==> config.mk <==
export PLATFORM = sky130hd
export DESIGN_NAME = ps2_matrix_kbd
export DESIGN_NICKNAME = d
export VERILOG_FILES = /design/src/rtl/kbd_pkg.sv /design/src/rtl/ps2_rx.sv /design/src/rtl/ps2_matrix_kbd.sv
export SDC_FILE = /design/constraint.sdc
export NUM_CORES = 1
export LEC_CHECK = 0
export CAP_MARGIN = 20
export CORE_UTILIZATION = 60
export CTS_BUF_LIST = sky130_fd_sc_hd__clkbuf_2 sky130_fd_sc_hd__clkbuf_4 sky130_fd_sc_hd__clkbuf_8
export DETAILED_ROUTE_END_ITERATION = 6
export PLACE_DENSITY = 0.89
export SKIP_CTS_REPAIR_TIMING = 1
export SYNTH_ARGS = -nofsm -noshare
export SYNTH_HDL_FRONTEND = slang
export SYNTH_SLANG_ARGS = --single-unit
==> constraint.sdc <==
create_clock -name clk -period 5.3 [get_ports clk]
set_clock_uncertainty 0.15 [all_clocks]
set_input_delay 1.06 -clock clk [delete_from_list [all_inputs] [get_ports clk]]
set_output_delay 1.06 -clock clk [all_outputs]
set_load 0.005 [all_outputs]
==> src/rtl/kbd_pkg.sv <==
// Shared constants and state types for the PS/2 matrix keyboard emulator.
package kbd_pkg;

    localparam logic [7:0] PS2_EXT   = 8'hE0;
    localparam logic [7:0] PS2_BRK   = 8'hF0;
    localparam logic [7:0] PS2_PAUSE = 8'hE1;
    localparam logic [7:0] PS2_BAT   = 8'hAA;

    localparam logic [7:0] KEY_LSHIFT = 8'h12;
    localparam logic [7:0] KEY_RSHIFT = 8'h59;
    localparam logic [7:0] KEY_CTRL   = 8'h14;
    localparam logic [7:0] KEY_ALT    = 8'h11;

    // Bytes that follow E1 in the Pause sequence and carry no key meaning.
    localparam int unsigned PAUSE_SKIP = 7;

    typedef enum logic [2:0] {
        DecBase,
        DecExt,
        DecBrk,
        DecExtBrk,
        DecPause
    } dec_state_e;

    typedef enum logic {
        RxIdle,
        RxData
    } rx_state_e;

    // Keyboard responses and fillers that never reach the matrix.
    function automatic logic is_ignored(input logic [7:0] b);
        return (b == 8'hFA) || (b == 8'hFE) || (b == 8'hEE) || (b == 8'h00) || (b == 8'hFF);
    endfunction

endpackage

==> src/rtl/ps2_rx.sv <==
// PS/2 frame receiver: input synchroniser, clock glitch filter, frame FSM and watchdog.
module ps2_rx
    import kbd_pkg::*;
#(
    parameter int unsigned FILT_CYC    = 8,
    parameter int unsigned TIMEOUT_CYC = 50000
) (
    input  logic       clk,
    input  logic       reset,
    input  logic       ps2_clk,
    input  logic       ps2_dat,
    output logic [7:0] rx_byte,
    output logic       byte_stb,
    output logic       err_stb
);

    localparam int unsigned FW = $clog2(FILT_CYC + 1);
    localparam int unsigned TW = $clog2(TIMEOUT_CYC + 1);

    logic [1:0]    clk_sync_q, dat_sync_q;
    logic          clk_s, dat_s;
    logic [FW-1:0] filt_cnt_q, filt_cnt_d;
    logic          clk_filt_q, clk_filt_d;
    logic          fall;

    rx_state_e     state_q, state_d;
    logic [3:0]    bit_cnt_q, bit_cnt_d;
    logic [8:0]    shift_q, shift_d;
    logic [TW-1:0] wd_q, wd_d;
    logic [7:0]    rx_byte_d;
    logic          byte_stb_d, err_stb_d;
    logic          wd_expired;

    assign clk_s = clk_sync_q[1];
    assign dat_s = dat_sync_q[1];

    // Filtered clock only flips after FILT_CYC consecutive samples disagree with it.
    always_comb begin
        filt_cnt_d = '0;
        clk_filt_d = clk_filt_q;
        if (clk_s != clk_filt_q) begin
            if (filt_cnt_q == FW'(FILT_CYC - 1)) begin
                clk_filt_d = clk_s;
            end else begin
                filt_cnt_d = filt_cnt_q + 1'b1;
            end
        end
    end

    assign fall       = clk_filt_q & ~clk_filt_d;
    assign wd_expired = (wd_q == TW'(TIMEOUT_CYC - 1));

    always_ff @(posedge clk or negedge reset) begin
        if (!reset) begin
            clk_sync_q <= 2'b11;
            dat_sync_q <= 2'b11;
            filt_cnt_q <= '0;
            clk_filt_q <= 1'b1;
            state_q    <= RxIdle;
            bit_cnt_q  <= '0;
            shift_q    <= '0;
            wd_q       <= '0;
            rx_byte    <= '0;
            byte_stb   <= 1'b0;
            err_stb    <= 1'b0;
        end else begin
            clk_sync_q <= {clk_sync_q[0], ps2_clk};
            dat_sync_q <= {dat_sync_q[0], ps2_dat};
            filt_cnt_q <= filt_cnt_d;
            clk_filt_q <= clk_filt_d;
            state_q    <= state_d;
            bit_cnt_q  <= bit_cnt_d;
            shift_q    <= shift_d;
            wd_q       <= wd_d;
            rx_byte    <= rx_byte_d;
            byte_stb   <= byte_stb_d;
            err_stb    <= err_stb_d;
        end
    end

    always_comb begin
        state_d = state_q;
        unique case (state_q)
            RxIdle: if (fall && !dat_s) state_d = RxData;
            RxData: begin
                if (fall) begin
                    if (bit_cnt_q == 4'd9) state_d = RxIdle;
                end else if (wd_expired) begin
                    state_d = RxIdle;
                end
            end
            default: state_d = RxIdle;
        endcase
    end

    // bit_cnt 0..7 data, 8 parity, 9 stop; shift_q holds {parity, data} LSB-first.
    always_comb begin
        bit_cnt_d  = bit_cnt_q;
        shift_d    = shift_q;
        wd_d       = '0;
        rx_byte_d  = rx_byte;
        byte_stb_d = 1'b0;
        err_stb_d  = 1'b0;
        unique case (state_q)
            RxIdle: bit_cnt_d = '0;
            RxData: begin
                if (fall) begin
                    if (bit_cnt_q != 4'd9) begin
                        shift_d   = {dat_s, shift_q[8:1]};
                        bit_cnt_d = bit_cnt_q + 4'd1;
                    end else if (dat_s && (^shift_q)) begin
                        rx_byte_d  = shift_q[7:0];
                        byte_stb_d = 1'b1;
                    end else begin
                        err_stb_d = 1'b1;
                    end
                end else if (wd_expired) begin
                    err_stb_d = 1'b1;
                end else begin
                    wd_d = wd_q + 1'b1;
                end
            end
            default: ;
        endcase
    end

endmodule

==> src/rtl/ps2_matrix_kbd.sv <==
// PS/2 keyboard to open-drain key matrix emulator with external scan-code map.
module ps2_matrix_kbd
    import kbd_pkg::*;
#(
    parameter int unsigned ROWS        = 6,
    parameter int unsigned COLS        = 12,
    parameter int unsigned FILT_CYC    = 8,
    parameter int unsigned TIMEOUT_CYC = 50000,
    parameter bit          CTRL_MASK   = 1'b1,
    localparam int unsigned RW = (ROWS > 1) ? $clog2(ROWS) : 1,
    localparam int unsigned CW = (COLS > 1) ? $clog2(COLS) : 1
) (
    input  logic            clk,
    input  logic            reset,
    input  logic            ps2_clk,
    input  logic            ps2_dat,
    input  logic            clear,
    input  logic [ROWS-1:0] row_in,
    output logic [COLS-1:0] col_out,
    input  logic [COLS-1:0] col_in,
    output logic [ROWS-1:0] row_out,
    output logic [8:0]      map_code,
    input  logic            map_hit,
    input  logic [RW-1:0]   map_row,
    input  logic [CW-1:0]   map_col,
    output logic [2:0]      mods,
    output logic            key_event,
    output logic            key_make,
    output logic            frame_err
);

    logic [7:0] rx_byte;
    logic       byte_stb;

    ps2_rx #(
        .FILT_CYC   (FILT_CYC),
        .TIMEOUT_CYC(TIMEOUT_CYC)
    ) u_rx (
        .clk     (clk),
        .reset   (reset),
        .ps2_clk (ps2_clk),
        .ps2_dat (ps2_dat),
        .rx_byte (rx_byte),
        .byte_stb(byte_stb),
        .err_stb (frame_err)
    );

    dec_state_e dec_q, dec_d;
    logic [2:0] skip_q, skip_d;

    logic key_vld, key_mk, key_ext, bat;

    always_ff @(posedge clk or negedge reset) begin
        if (!reset) begin
            dec_q  <= DecBase;
            skip_q <= '0;
        end else begin
            dec_q  <= dec_d;
            skip_q <= skip_d;
        end
    end

    always_comb begin
        dec_d  = dec_q;
        skip_d = skip_q;
        if (byte_stb) begin
            unique case (dec_q)
                DecBase: begin
                    if (rx_byte == PS2_EXT) begin
                        dec_d = DecExt;
                    end else if (rx_byte == PS2_BRK) begin
                        dec_d = DecBrk;
                    end else if (rx_byte == PS2_PAUSE) begin
                        dec_d  = DecPause;
                        skip_d = 3'(PAUSE_SKIP);
                    end
                end
                DecExt:    dec_d = (rx_byte == PS2_BRK) ? DecExtBrk : DecBase;
                DecBrk:    dec_d = DecBase;
                DecExtBrk: dec_d = DecBase;
                DecPause: begin
                    skip_d = skip_q - 3'd1;
                    if (skip_q == 3'd1) dec_d = DecBase;
                end
                default:   dec_d = DecBase;
            endcase
        end
    end

    always_comb begin
        key_vld = 1'b0;
        key_mk  = 1'b1;
        bat     = 1'b0;
        key_ext = (dec_q == DecExt) || (dec_q == DecExtBrk);
        if (byte_stb) begin
            unique case (dec_q)
                DecBase: begin
                    if (rx_byte == PS2_BAT) begin
                        bat = 1'b1;
                    end else if (rx_byte != PS2_EXT && rx_byte != PS2_BRK &&
                                 rx_byte != PS2_PAUSE && !is_ignored(rx_byte)) begin
                        key_vld = 1'b1;
                    end
                end
                DecExt:    key_vld = (rx_byte != PS2_BRK);
                DecBrk,
                DecExtBrk: begin
                    key_vld = 1'b1;
                    key_mk  = 1'b0;
                end
                default: ;
            endcase
        end
    end

    assign map_code = {key_ext, rx_byte};

    // Modifier bits: {ralt, lalt, rctrl, lctrl, rshift, lshift}
    logic [5:0] mod_q, mod_d;
    logic [ROWS-1:0][COLS-1:0] matrix_q, matrix_d;
    logic ctrl_held, in_range, apply, release_all;
    logic event_d, make_d;

    assign ctrl_held   = mod_q[2] | mod_q[3];
    assign in_range    = (32'(map_row) < ROWS) && (32'(map_col) < COLS);
    assign apply       = key_vld && map_hit && in_range && !(key_mk && CTRL_MASK && ctrl_held);
    assign release_all = clear | bat;

    always_comb begin
        matrix_d = matrix_q;
        event_d  = 1'b0;
        make_d   = key_make;
        if (release_all) begin
            matrix_d = '0;
        end else if (apply) begin
            matrix_d[map_row][map_col] = key_mk;
            event_d = 1'b1;
            make_d  = key_mk;
        end
    end

    always_comb begin
        mod_d = mod_q;
        if (release_all) begin
            mod_d = '0;
        end else if (key_vld) begin
            if (!key_ext && rx_byte == KEY_LSHIFT) mod_d[0] = key_mk;
            if (!key_ext && rx_byte == KEY_RSHIFT) mod_d[1] = key_mk;
            if (!key_ext && rx_byte == KEY_CTRL)   mod_d[2] = key_mk;
            if (key_ext  && rx_byte == KEY_CTRL)   mod_d[3] = key_mk;
            if (!key_ext && rx_byte == KEY_ALT)    mod_d[4] = key_mk;
            if (key_ext  && rx_byte == KEY_ALT)    mod_d[5] = key_mk;
        end
    end

    always_ff @(posedge clk or negedge reset) begin
        if (!reset) begin
            matrix_q  <= '0;
            mod_q     <= '0;
            key_event <= 1'b0;
            key_make  <= 1'b0;
        end else begin
            matrix_q  <= matrix_d;
            mod_q     <= mod_d;
            key_event <= event_d;
            key_make  <= make_d;
        end
    end

    assign mods = {mod_q[5] | mod_q[4], mod_q[3] | mod_q[2], mod_q[1] | mod_q[0]};

    always_comb begin
        col_out = '1;
        row_out = '1;
        for (int r = 0; r < int'(ROWS); r++) begin
            for (int c = 0; c < int'(COLS); c++) begin
                if (matrix_q[r][c] && !row_in[r]) col_out[c] = 1'b0;
                if (matrix_q[r][c] && !col_in[c]) row_out[r] = 1'b0;
            end
        end
    end

endmodule
==> flow_metrics.py, run 1 <==
metrics = {
    "timing": {
        "layout_min_cycle_time_ns": 4.46,
        "fmax_mhz": 224,
        "slew_headroom_pct": 21.5,
        "tightest_slew_ns": 1.17,
        "rsz0062_at_grt": "false",
        "fin_setup_tns_ns": 0,
        "maxSlewViolCount": 0,
        "period_share_pct": 84.1,
        "hold_viol": 0,
        "setup_viol": 0,
    },
    "synth": {
        "seq_area_frac_synth_pct": 45.4,
        "yosysUniqueCellTypes": 52,
        "netlist_area_um2": 7460,
        "synth_ff_type": "dfrtp_1",
        "syn_inst": 840,
        "synth-seq-cells": 135,
        "avgSynthCellArea_um2": 8.88,
        "synth.net_count": 877,
        "synthArstFlopShare_pct": 100,
        "synth_edf_count": 0,
        "ys_warn_count": 0,
    },
    "floorplan": {
        "fp.dieH_um": 113,
        "die_area_um2": 12900,
        "fp.dieW_um": 113,
        "ios": 64,
        "core_um2": 12100,
        "start_util_pct": 61.8,
        "row_count": 40,
    },
    "critical_path": {
        "r2r_start": "u_rx.rx_byte[7]",
        "reg2reg_to": "matrix_q[7]",
        "cp-start-kind": "primary input",
        "path_max_fanout": 6,
        "crit_arrival_ns": 3.25,
        "ff2ff_path_depth": 8,
        "path_class": "primary input to output port",
        "worst-r2r-setup-slack_ns": 2.33,
        "cp-end-kind": "output port",
        "cp.required_ns": 4.09,
    },
    "min_path": {
        "holdPathEnd": "u_rx.dat_sync_q[1]",
        "worstHoldStart": "u_rx.dat_sync_q[0]",
        "min_path_type": "flip-flop to flip-flop",
        "hold_depth": 0,
    },
    "drt": {
        "ant_nets": 0,
        "vias": 7018,
        "dr.pass1.iters": 7,
        "avgRoutedWirePerCell_um": 20.8,
        "drtIter0Drc": 961,
        "drc": 0,
        "viasPerCell": 6.60,
        "drt_wl_total_um": 22100,
    },
    "global_routing": {
        "grt_pass1_vias": 6705,
        "grt.overflow.total": 0,
        "antenna_found_initial": 0,
        "gr-usage-all-layers_pct": 36.3,
        "grt_max_degree": 127,
        "grt_pass1_wl_um": 35600,
    },
    "power": {
        "p_leak_nw": 3.51,
        "total_power_mw": 2.05,
        "p_per_area_nw_per_um2": 238,
        "peakVddDrop_mv": 0.248,
    },
    "status": {
        "status": "completed",
    },
    "finish": {
        "fill_cells": 904,
        "n_antenna_cell": 0,
        "drive_gt1_share_pct": 9.71,
        "nets": 920,
        "syn_to_final_growth_pct": 15.4,
    },
    "cts": {
        "cts_root_buf": "clkbuf_8",
        "htree_levels": 4,
        "path_clk_slew_ns": 0.08,
        "cts_buffer_depth": 2,
        "cts_tree": "yes",
        "numClockSinks": 135,
        "cts_buffers": 17,
        "insertion_delay_ns": 0.47,
    },
    "place": {
        "place_congestion": 1.03,
        "io_buffers": 63,
        "dpl.hpwl_um": 14900,
    },
    "flow_run": {
        "maxCapViolCount": 0,
    },
}
==> registers in the layout, indices dropped and copies added (netlist names), 2 cells and up <==
register	cells
u_rx.bit_cnt_q	4
u_rx.filt_cnt_q	4
u_rx.clk_sync_q	2
dec_q	3
skip_q	3
u_rx.rx_byte	8
mod_q	6
u_rx.dat_sync_q	2
u_rx.shift_q	9
u_rx.wd_q	16
matrix_q	72
==> through the flow <==
stage	hold slack (ns)	instance area [um2]	cells	utilization (%)	setup slack [ns]
finish	0.210	8600	1064	71.3	0.842
global route	0.216	8600	1064	71.3	0.771
CTS	0.210	8570	1062	71.0	0.898
detailed placement	0.197	8190	1030	67.9	0.905
global placement	0.195	8190	1030	67.9	0.891
floorplan	0.195	7460	840	-	2.24
==> worst max-delay path: stages <==
cell and delay (ns):
clkdlybuf4s50_1 0.63, o22ai_1 0.13, or4_1 0.57, nor3_1 0.30
clkdlybuf4s50_1 0.55
==> cell usage in the layout (no fill, tap or decap), types with 3 or more instances in the layout <==
cell	n
nor2_1	47
clkinv_4	5
buf_4	16
dfrtp_1	130
or3_1	4
ha_1	6
nand2_1	90
or4_1	7
nand3_1	19
clkdlybuf4s50_1	62
nor4_1	7
o21ai_0	20
nor2b_1	12
dfstp_2	5
and2_1	5
o41ai_1	58
a21oi_1	79
inv_6	4
nand4_1	19
o22ai_1	72
mux2i_1	4
xor2_1	11
clkbuf_8	17
nand2b_1	6
mux2_2	21
inv_1	79
clkbuf_4	3
and3_1	9
nor3_1	30
xnor2_1	14
==> how the worst max path moves through the flow <==
| stage | to | slack [ns] | depth (start not counted) | startpoint |
|---|---|---|---|---|
| floorplan | row_out[2] | 2.24 | 3 | col_in[8] |
| global placement | row_out[2] | 0.89 | 5 | col_in[9] |
| detailed placement | row_out[2] | 0.90 | 5 | col_in[9] |
| CTS | row_out[2] | 0.90 | 5 | col_in[8] |
| global route | row_out[2] | 0.77 | 5 | col_in[9] |
| finish | row_out[2] | 0.84 | 5 | col_in[9] |
==> cells in the mapped netlist, types with 11 or more instances <==
library cell / count / area share [%]
a21oi_1: 79 / 5.3
buf_2: 13 / 0.87
clkbuf_1: 38 / 1.9
dfrtp_1: 130 / 44
inv_1: 79 / 4.0
mux2_2: 21 / 3.2
nand2_1: 90 / 4.5
nand3_1: 19 / 1.3
nand4_1: 19 / 1.6
nor2_1: 47 / 2.4
nor2b_1: 12 / 1.0
nor3_1: 30 / 2.0
o21ai_0: 20 / 1.3
o22ai_1: 72 / 6.0
o41ai_1: 58 / 6.8
xnor2_1: 14 / 1.6
xor2_1: 11 / 1.3
==> layout make-up <==
class                      instances  area [um2]  share of cell area, %
inverter                          79         297                   3.45
timing repair buffer              80         779                   9.06
multi-input combinational        570        3550                   41.3
clock inverter                    12         121                   1.41
clock buffer                      20         256                   2.98
sequential                       135        3380                   39.3
tap                              168         210                   2.44
==> cell families after synthesis <==
| family | count (synthesis) | share of synthesized area [%] |
|---|---|---|
| compound gates | 244 | 21.7 |
| fa+ha+maj | 6 | 1.01 |
| simple gates | 269 | 17.8 |
| flops | 135 | 45.4 |
| mux | 25 | 3.71 |
| buf+inv | 135 | 7.22 |
| xor+xnor | 26 | 3.24 |
==> layer usage <==
metal | GRT usage (%) | vias up | routed length, um
li1 | - | 3149 | -
met1 | 49.5 | 3330 | 9000
met2 | 53.1 | 443 | 9930
met3 | 9.94 | 96 | 2170
met4 | 19.1 | 0 | 978
met5 | 0 | - | 0
==> where the power goes <==
group	internal, mW	switching, mW
logic	0.0517	0.103
registers	1.05	0.0121
clock network	0.394	0.441
Note: power is estimated with default switching activity, not from simulation.
==> run 2, diff against run 1 <==
CORE_UTILIZATION = 54   (was 60)
PLACE_DENSITY = 0.85   (was 0.89)
clock period = 4.03 ns   (was 5.3 ns; I/O delays follow)
==> run 2 against run 1 <==
  * Register-to-register slack worse by 2.1 ns
  * Largest cell class unchanged
  * Cell count grew 1.5%
  * Largest power group unchanged
  * Critical endpoint is now row_out[4]
  * Sequential share of layout area shrank 0.58 points
  * Worst hold slack got worse by 0.0014 ns
  * Core utilization down 5.9 points
==> flow_metrics.py, run 2 (synthesis results as in run 1) <==
metrics = {
    "global_routing": {
        "antenna_found_initial": 0,
        "grt.overflow.total": 0,
        "grt_max_degree": 78,
        "gr-usage-all-layers_pct": 33.7,
        "grt_pass1_wl_um": 36500,
        "grt_pass1_vias": 6682,
    },
    "drt": {
        "ant_nets": 0,
        "drt_wl_total_um": 23200,
        "drc": 0,
        "avgRoutedWirePerCell_um": 21.4,
        "drtIter0Drc": 982,
        "dr.pass1.iters": 6,
        "vias": 7015,
        "viasPerCell": 6.50,
    },
    "finish": {
        "fill_cells": 1062,
        "final_cell_mix": "dfrtp_1 (130), nand2_1 (90), inv_1 (79), a21oi_1 (79), o22ai_1 (72)",
        "syn_to_final_growth_pct": 17.1,
        "top_regs": "matrix_q (72), u_rx.wd_q (16), u_rx.shift_q (9)",
        "fin_util_pct": 65.4,
        "final_area_um2": 8730,
        "largest_register_ffs": 72,
        "largest-register": "matrix_q",
        "nets": 928,
        "n_antenna_cell": 0,
        "final_common_cell": "dfrtp_1",
        "drive_gt1_share_pct": 10.5,
        "multiInputGateArea_um2": 3550,
        "area.sequential_um2": 3380,
    },
    "critical_path": {
        "path_class": "primary input to output port",
        "ff2ff_path_depth": 4,
        "cp-start-kind": "primary input",
        "cp.required_ns": 3.07,
        "path_max_fanout": 6,
        "cp-end-kind": "output port",
        "crit_arrival_ns": 2.88,
    },
    "timing": {
        "tightest_slew_ns": 1.14,
        "setup_viol": 0,
        "period_share_pct": 95.1,
        "fin_setup_tns_ns": 0,
        "fmax_mhz": 261,
        "slew_headroom_pct": 24.0,
        "hold_viol": 0,
        "layout_min_cycle_time_ns": 3.83,
        "rsz0062_at_grt": "false",
        "maxSlewViolCount": 0,
    },
    "place": {
        "io_buffers": 63,
        "dpl.hpwl_um": 16600,
        "place_congestion": 0.962,
        "dpl-instance-area_um2": 8300,
    },
    "power": {
        "peakVddDrop_mv": 0.398,
        "switching_power_uw": 699,
        "pwr-share-seq_pct": 49.5,
        "p_int_mw": 2.11,
        "switching_share_pct": 24.9,
        "p_leak_nw": 3.58,
        "p_per_area_nw_per_um2": 322,
        "power_frac_comb_pct": 7.4,
        "pwr-share-clk_pct": 43.1,
    },
    "cts": {
        "cts_buffer_depth": 2,
        "cts_root_buf": "clkbuf_8",
        "path_clk_slew_ns": 0.08,
        "cts_buffers": 17,
        "numClockSinks": 135,
        "cts_tree": "yes",
        "htree_levels": 4,
        "insertion_delay_ns": 0.45,
    },
    "floorplan": {
        "fp.dieH_um": 120,
        "die_area_um2": 14300,
        "ios": 64,
        "fp.dieW_um": 120,
        "core_um2": 13300,
        "start_util_pct": 55.9,
        "row_count": 42,
    },
    "flow_run": {
        "maxCapViolCount": 0,
    },
    "min_path": {
        "min_path_type": "primary input to async pin",
    },
    "status": {
        "status": "completed",
    },
}
==> run 2: worst paths after layout <==
kind,from,endpoint,slack (ns)
worst min-delay path,reset,matrix_q[57],0.21
min in group clk,u_rx.dat_sync_q[0],u_rx.dat_sync_q[1],0.21
max in group asynchronous,reset,u_rx.wd_q[13],2.72
worst max register to register,dec_q[1],matrix_q[44],0.22
worst max-delay path,col_in[6],row_out[4],0.20
worst min register to register,u_rx.dat_sync_q[0],u_rx.dat_sync_q[1],0.21
==> run 2: power by group through the flow <==
stage	sequential, mW	clock (mW)	combinational [mW]
after global placement	1.42	0	0.204
after detailed placement	1.42	0	0.204
final	1.39	1.21	0.208
after CTS	1.39	1.22	0.206
after global routing	1.39	1.28	0.227
after floorplan	1.41	0	0.100
==> run 2: metrics by stage <==
step	hold slack, ns	total power [mW]	cells	setup slack [ns]
2_1_floorplan	0.195	1.51	840	1.38
4_1_cts	0.210	2.82	1080	0.207
6_report	0.208	2.81	1080	0.196
3_5_place_dp	0.197	1.62	1048	0.207
3_3_place_gp	0.196	1.62	1048	0.225
5_1_grt	0.214	2.90	1080	0.0821
==> run 2: cell type report <==
type	instances	share of cell area, %
Clock inverter	12	1.85
Multi-Input combinational cell	570	40.7
Clock buffer	20	3.08
Sequential cell	135	38.8
Timing Repair Buffer	88	9.67
Tap cell	176	2.52
Inverter	79	3.40
==> run 2: per-layer routing <==
metal,up-vias,track usage (%),routed length [um],part of all wire (%)
met5,-,0,0,0
met1,3382,44.8,9320,40
met3,59,8.41,2210,9.5
li1,3174,-,-,-
met4,0,13.5,633,2.7
met2,400,52.9,11000,47
==> run 2: critical path, stage by stage <==
cell and delay (ns):
clkdlybuf4s50_1 0.64, o22ai_1 0.16, or4_1 0.51, nor3_1 0.22, clkdlybuf4s50_1 0.53
